**src/rtl/spi_master_ctrl.sv**
```systemverilog
// spi_master_ctrl: round-robin arbiter for two command requesters plus an
// SS_n-framed SPI sequencer that shifts a 10-bit command word out on MOSI
// and, for read-data commands, captures one byte from MISO.
module spi_master_ctrl #(
   parameter int unsigned RD_LAT = 3,
   parameter int unsigned GAP    = 1
) (
   input  logic                    clk,
   input  logic                    rst,
   input  logic                    req0,
   input  logic                    req1,
   input  logic [9:0]              word0,
   input  logic [9:0]              word1,
   output logic                    gnt0,
   output logic                    gnt1,
   output logic                    done,
   output logic                    done_id,
   output logic [7:0]              rdata,
   output logic                    busy,
   output logic                    SS_n,
   output logic                    MOSI,
   input  logic                    MISO
);

   localparam int unsigned WORD_W = 10;
   localparam int unsigned DATA_W = 8;
   localparam int unsigned CNT_W  = 4;

   typedef enum logic [3:0] {
      S_IDLE, S_ARB, S_START, S_CMD, S_SHIFT,
      S_HOLD, S_RD_WAIT, S_RD_CAP, S_END, S_GAP
   } state_t;

   state_t              state_q, state_d;
   logic [CNT_W-1:0]    cnt_q, cnt_d;
   logic [WORD_W-1:0]   shreg_q, shreg_d;
   logic [DATA_W-1:0]   cap_q, cap_d;
   logic [DATA_W-1:0]   rdata_q, rdata_d;
   logic                rd_q, rd_d;
   logic                owner_q, owner_d;
   logic                last_q, last_d;
   logic                gnt0_q, gnt0_d;
   logic                gnt1_q, gnt1_d;
   logic                done_q, done_d;
   logic                done_id_q, done_id_d;
   logic                busy_q, busy_d;
   logic                ss_n_q, ss_n_d;
   logic                mosi_q, mosi_d;
   logic                win;
   logic [WORD_W-1:0]   word_sel;

   // Next-state, datapath and registered-output decode
   always_comb begin
      state_d   = state_q;
      cnt_d     = cnt_q;
      shreg_d   = shreg_q;
      cap_d     = cap_q;
      rdata_d   = rdata_q;
      rd_d      = rd_q;
      owner_d   = owner_q;
      last_d    = last_q;
      done_id_d = done_id_q;
      win       = (req0 && req1) ? ~last_q : req1;
      word_sel  = owner_q ? word1 : word0;

      unique case (state_q)
         S_IDLE: begin
            if (req0 || req1) begin
               state_d = S_ARB;
               owner_d = win;
            end
         end
         S_ARB: begin
            state_d = S_START;
            shreg_d = word_sel;
            rd_d    = (word_sel[9:8] == 2'b11);
         end
         S_START: state_d = S_CMD;
         S_CMD: begin
            state_d = S_SHIFT;
            cnt_d   = CNT_W'(WORD_W - 1);
         end
         S_SHIFT: begin
            if (cnt_q == '0) begin
               if (rd_q) begin
                  state_d = S_RD_WAIT;
                  cnt_d   = CNT_W'(RD_LAT - 1);
               end else begin
                  state_d = S_HOLD;
               end
            end else begin
               cnt_d = cnt_q - CNT_W'(1);
            end
         end
         S_HOLD: state_d = S_END;
         S_RD_WAIT: begin
            if (cnt_q == '0) begin
               state_d = S_RD_CAP;
               cnt_d   = CNT_W'(DATA_W - 1);
            end else begin
               cnt_d = cnt_q - CNT_W'(1);
            end
         end
         S_RD_CAP: begin
            cap_d = {cap_q[DATA_W-2:0], MISO};
            if (cnt_q == '0) begin
               state_d = S_END;
               rdata_d = cap_d;
            end else begin
               cnt_d = cnt_q - CNT_W'(1);
            end
         end
         S_END: begin
            state_d = S_GAP;
            cnt_d   = CNT_W'(GAP - 1);
            last_d  = owner_q;
         end
         S_GAP: begin
            if (cnt_q == '0) begin
               if (req0 || req1) begin
                  state_d = S_ARB;
                  owner_d = win;
               end else begin
                  state_d = S_IDLE;
               end
            end else begin
               cnt_d = cnt_q - CNT_W'(1);
            end
         end
         default: state_d = S_IDLE;
      endcase

      // Outputs are registered from the next state so they line up with it
      mosi_d = 1'b0;
      if (state_d == S_CMD) begin
         mosi_d = shreg_q[WORD_W-1];
      end else if (state_d == S_SHIFT) begin
         mosi_d  = shreg_q[WORD_W-1];
         shreg_d = {shreg_q[WORD_W-2:0], 1'b0};
      end
      gnt0_d = (state_d == S_ARB) && !owner_d;
      gnt1_d = (state_d == S_ARB) &&  owner_d;
      done_d = (state_d == S_END);
      if (state_d == S_END) begin
         done_id_d = owner_q;
      end
      busy_d = (state_d != S_IDLE);
      ss_n_d = !(state_d inside {S_START, S_CMD, S_SHIFT, S_HOLD, S_RD_WAIT, S_RD_CAP});
   end

   // State and output registers with synchronous reset
   always_ff @(posedge clk) begin
      if (rst) begin
         state_q   <= S_IDLE;
         cnt_q     <= '0;
         shreg_q   <= '0;
         cap_q     <= '0;
         rdata_q   <= '0;
         rd_q      <= 1'b0;
         owner_q   <= 1'b0;
         last_q    <= 1'b1;
         gnt0_q    <= 1'b0;
         gnt1_q    <= 1'b0;
         done_q    <= 1'b0;
         done_id_q <= 1'b0;
         busy_q    <= 1'b0;
         ss_n_q    <= 1'b1;
         mosi_q    <= 1'b0;
      end else begin
         state_q   <= state_d;
         cnt_q     <= cnt_d;
         shreg_q   <= shreg_d;
         cap_q     <= cap_d;
         rdata_q   <= rdata_d;
         rd_q      <= rd_d;
         owner_q   <= owner_d;
         last_q    <= last_d;
         gnt0_q    <= gnt0_d;
         gnt1_q    <= gnt1_d;
         done_q    <= done_d;
         done_id_q <= done_id_d;
         busy_q    <= busy_d;
         ss_n_q    <= ss_n_d;
         mosi_q    <= mosi_d;
      end
   end

   assign gnt0    = gnt0_q;
   assign gnt1    = gnt1_q;
   assign done    = done_q;
   assign done_id = done_id_q;
   assign rdata   = rdata_q;
   assign busy    = busy_q;
   assign SS_n    = ss_n_q;
   assign MOSI    = mosi_q;

endmodule

```
**config.mk**
```make
export PLATFORM = sky130hd
export DESIGN_NAME = spi_master_ctrl
export DESIGN_NICKNAME = d
export VERILOG_FILES = /design/src/rtl/spi_master_ctrl.sv
export SDC_FILE = /design/constraint.sdc
export NUM_CORES = 1
export LEC_CHECK = 0
export BUFFER_PORTS_ARGS = -buffer_cell sky130_fd_sc_hd__buf_2
export CAP_MARGIN = 25
export CORE_MARGIN = 2
export CORE_UTILIZATION = 50
export DETAILED_ROUTE_END_ITERATION = 10
export PLACE_DENSITY = 0.73
export SKIP_CTS_REPAIR_TIMING = 1
export SLEW_MARGIN = 20
export SYNTH_ARGS = -nofsm -noshare
export SYNTH_HDL_FRONTEND = slang
export SYNTH_SLANG_ARGS = --single-unit
```
**constraint.sdc**
```tcl
create_clock -name clk -period 2.05 [get_ports clk]
set_input_delay 0.1025 -clock clk [delete_from_list [all_inputs] [get_ports clk]]
set_output_delay 0.1025 -clock clk [all_outputs]
set_load 0.01 [all_outputs]
```
==> impl_summary.md <==
Worst setup path
The worst-path cell with the longest stage delay is or3b_4. The number of cells on the worst reg-to-reg path is 7. The largest stage delay on the critical path is 0.44 ns. The worst-path maximum fanout is 8. The launching element type of the critical path is a register. STA puts the critical path data required time at 2.26 ns. The number of buffers and inverters on the critical path is 2. Across all register-to-register paths, the minimum setup slack is 0.10 ns. The destination of the worst register-to-register timing path is cnt_q[2]. For the worst setup path, the data arrival time is 2.15 ns. The signal on the critical path passes through inv_1, ha_2, or3b_4, buf_4, o22a_2, mux2i_1, a311oi_1.

The worst register-to-register path begins at cnt_q[0]. The setup path with the least slack is of type register to register. The kind of end point of the critical path is a register. Broken down by cell family, the worst path's largest delay share belongs to compound AO/OA/AOI/OAI gates.

Logic synthesis
The yosys synthesis warning count is 0. The count of state elements after synthesis is 43. The area of the mapped netlist is 2176 um2. Counting every net in the synthesized netlist gives 285. Synthesis produced 259 cells.

A synthesized cell averages 8.401 um2. The number of distinct library cell variants in the gate-level netlist after synthesis is 56. The sequential fraction of the synthesis area is 39.56%.

GRT
The most congested layer reported by global routing is met2. Global routing used 24.84% of the available met1 tracks. The sum of overflow across all layers after global routing is 0. Global routing consumed, on the met3 layer, 4.185% of the routing resources. The global-route wire length before repair is 7.376 mm. The initial antenna violation count is 0. Global routing consumed, over all layers together, 18.33% of the routing resources. Entering global routing, the biggest net connects 42 pins. For met2 alone, demand over resource in global routing was 28.47%. The number of global-route vias before repair is 1630.

Drt
The final wirelength is 4.286 mm. The first-pass iteration count of the detailed router is 6. The vias per cell is 5.430. Dividing the detail-routed wire length by the instance count gives 12.28 um. The final antenna-violating net count is 0. The final route contains 1895 vias.

The first routing iteration left 136 violations. For this run, design rule violations remaining after detail routing come to 0.

Placement
The routability congestion estimate from global placement is 0.8391. During placement, the flow inserted port buffers numbering 39. Before CTS, the worst setup slack after placement is 0.05854 ns.

The HPWL after detailed placement is 3.007 mm.

Finish
The number of inserted diodes is 0. In the final design database the tool counted 324 nets. The area growth from synthesis to layout is 16.45%. The final design utilization is 62.00%. Of the cells placed in the final design, the portion with a size suffix greater than 1 is 25.75%.

Timing
Setup slack on the critical path of the routed design comes to 0.1038 ns. The shortest clock period the worst path allows after layout is 1.946 ns. The post-route fraction of the period consumed by the critical path is 94.94%.

The number of max-slew violations in the final report is 0. The max-slew headroom at the worst pin is 50.56%. In the final timing run, aggregate negative setup slack is 0 ns. At the pin with the least slew margin, the transition time is 0.7415 ns. Setup repair after global routing could not meet its margin everywhere. Setup violations remaining at the end of the flow were counted as 0.

Between clock sinks in the finished design, the worst skew comes to 0.008125 ns. The count of endpoints failing hold in the final timing report is 0. Static timing analysis puts the maximum clock frequency at 0.5138 GHz.

Clocking
The number of H-tree levels is 2. TritonCTS created 5 clock buffers. The clock sink count is 43. At the later pin of the worst-skew pair, clock insertion delay measures 0.30 ns.

TritonCTS built the clock tree. The clock root buffer master is clkbuf_8. The clock-pin slew on the worst setup and hold paths is 0.08 ns. The maximum buffer depth of the clock tree is 2.

Min path
The worst hold path startpoint is MISO. The path with the worst hold slack has its endpoint at cap_q[0]. The tightest min-delay check is of the input pin to register type.

The hold path depth is 3.

Power
The peak ir drop on the vdd network is 0.6128 mV. Power spread over the standard cell area amounts to 1341 nW/um2. Summed over all cells, the static leakage comes to 0.9455 nW.

Run
The reported max-cap violation count is 0.

Floorplanning
During I/O placement, the number of pins put on the boundary was 40. After floorplanning, the core was sized to cover 4086 um2. In this run the vertical extent of the chip is 69.97 um. From left edge to right edge, the die measures 69.97 um. The starting density of the core is 53.25%. The floorplan has 23 rows. The die outline area is 4895 um2.

Run status
The run finished with clean final reports.
cell type report:
class	count	area, um2
inverters	4	15.01
flip-flops and latches	43	860.8
fillers	380	1553
repair buffers	52	305.3
multi-input cells	192	1191
well taps	50	62.56
clock buffers	6	82.58
clock inverters	2	16.27
cells by family after synthesis:
logic type      count (synthesis)  share of synthesized area, %
compound gates                 72                         22.71
flops                          43                         39.56
mux                            11                         5.061
buf+inv                        24                         6.497
fa+ha+maj                       1                        0.5750
simple gates                  108                         25.59
sequential cells by signal, indices dropped and copies added (netlist names), 4 cells and up:
| register | cells |
|---|---|
| cnt_q | 4 |
| cap_q | 7 |
| shreg_q | 10 |
| rdata | 8 |
| state_q | 4 |
layout by cell type (no fill, tap or decap), types with 2 or more instances in the layout:
cell	netlist	layout
nor3b_1	2	2
nor3_1	3	3
dfxtp_1	43	43
nand3_1	3	3
o31ai_1	2	2
nor2b_1	3	3
nor4_1	2	2
nand4_1	2	2
nand2b_1	4	4
nor2_1	35	35
nand2_1	38	38
a311oi_1	2	2
a211oi_1	11	11
inv_1	4	4
a21oi_1	32	32
o21ai_0	4	4
clkbuf_8	0	6
buf_2	7	39
mux2i_1	11	11
a31oi_1	4	4
a21boi_0	2	2
and3_1	2	2
buf_4	3	12
report_power, final:
| part | internal [mW] | switching, mW | total (mW) | leakage (nW) |
|---|---|---|---|---|
| Clock | 0.275 | 0.298 | 0.573 | 0.0474 |
| Combinational | 0.740 | 0.874 | 1.61 | 0.548 |
| Sequential | 1.03 | 0.179 | 1.21 | 0.350 |
| Total | 2.05 | 1.35 | 3.40 | 0.946 |
routing by layer:
| layer | vias to the layer above | share of wire (%) |
|---|---|---|
| met5 | - | 0 |
| met4 | 0 | 1.4 |
| met3 | 6 | 3.0 |
| met2 | 31 | 46 |
| met1 | 858 | 50 |
| li1 | 1000 | - |
synth_stat cells, drive strengths merged:
library cell	count	share of area [%]
mux2i	11	5.1
o211ai	1	0.35
buf	15	4.9
o22a	1	0.46
a2bb2oi	1	0.40
clkbuf	5	0.92
o21bai	1	0.35
a31oi	4	1.1
nand4b	1	0.40
nor3	4	1.1
nor4b	2	1.8
a41oi	1	0.75
and3	2	0.57
a2111oi	2	1.1
nor4bb	1	0.46
inv	4	0.69
or4	1	0.52
nand2b	4	1.1
and2	1	0.29
or3	1	0.29
a21boi	2	0.69
nor2b	3	0.86
nand3	4	1.5
or2	1	0.29
nor2	36	6.3
ha	1	0.57
dfxtp	43	40
nand4	2	0.57
a211oi	12	4.4
nor3b	3	1.3
a311oi	2	0.81
a32o	1	0.46
nand2	38	6.6
a32oi	1	0.40
a21oi	32	7.4
or3b	1	0.52
o31ai	3	1.7
a31o	1	0.40
a311o	1	0.46
nand4bb	1	0.52
o21ai	6	1.6
nor4	2	0.57
how the worst max path moves through the flow:
stage                        start         end  slack [ns]  depth (start not counted)
after global placement    cnt_q[0]  shreg_q[5]        0.10                          7
after global routing      cnt_q[0]    cnt_q[2]       -0.02                          7
final                     cnt_q[0]    cnt_q[2]        0.10                          7
after detailed placement  cnt_q[0]  shreg_q[4]        0.06                          7
after floorplan           cnt_q[0]    cnt_q[2]        0.23                          7
after CTS                 cnt_q[0]  shreg_q[6]        0.03                          7
through the flow:
stage | hold slack, ns | power [mW] | instances | area, um2
6_report | 0.04701 | 3.397 | 349 | 2534
5_1_grt | 0.03974 | 3.683 | 349 | 2534
4_1_cts | 0.03972 | 3.364 | 348 | 2509
3_5_place_dp | 0.3610 | 2.787 | 340 | 2410
3_3_place_gp | 0.3566 | 2.768 | 340 | 2410
2_1_floorplan | 0.1922 | 2.507 | 259 | 2176
worst reg2reg max path, cell delays in order, from the launching register on:
cell and delay (ns):
dfxtp_1 0.34, inv_1 0.08, ha_2 0.20, or3b_4 0.44, buf_4 0.18, o22a_2 0.29
mux2i_1 0.14, a311oi_1 0.19
Note: power is estimated with default switching activity, not from simulation.
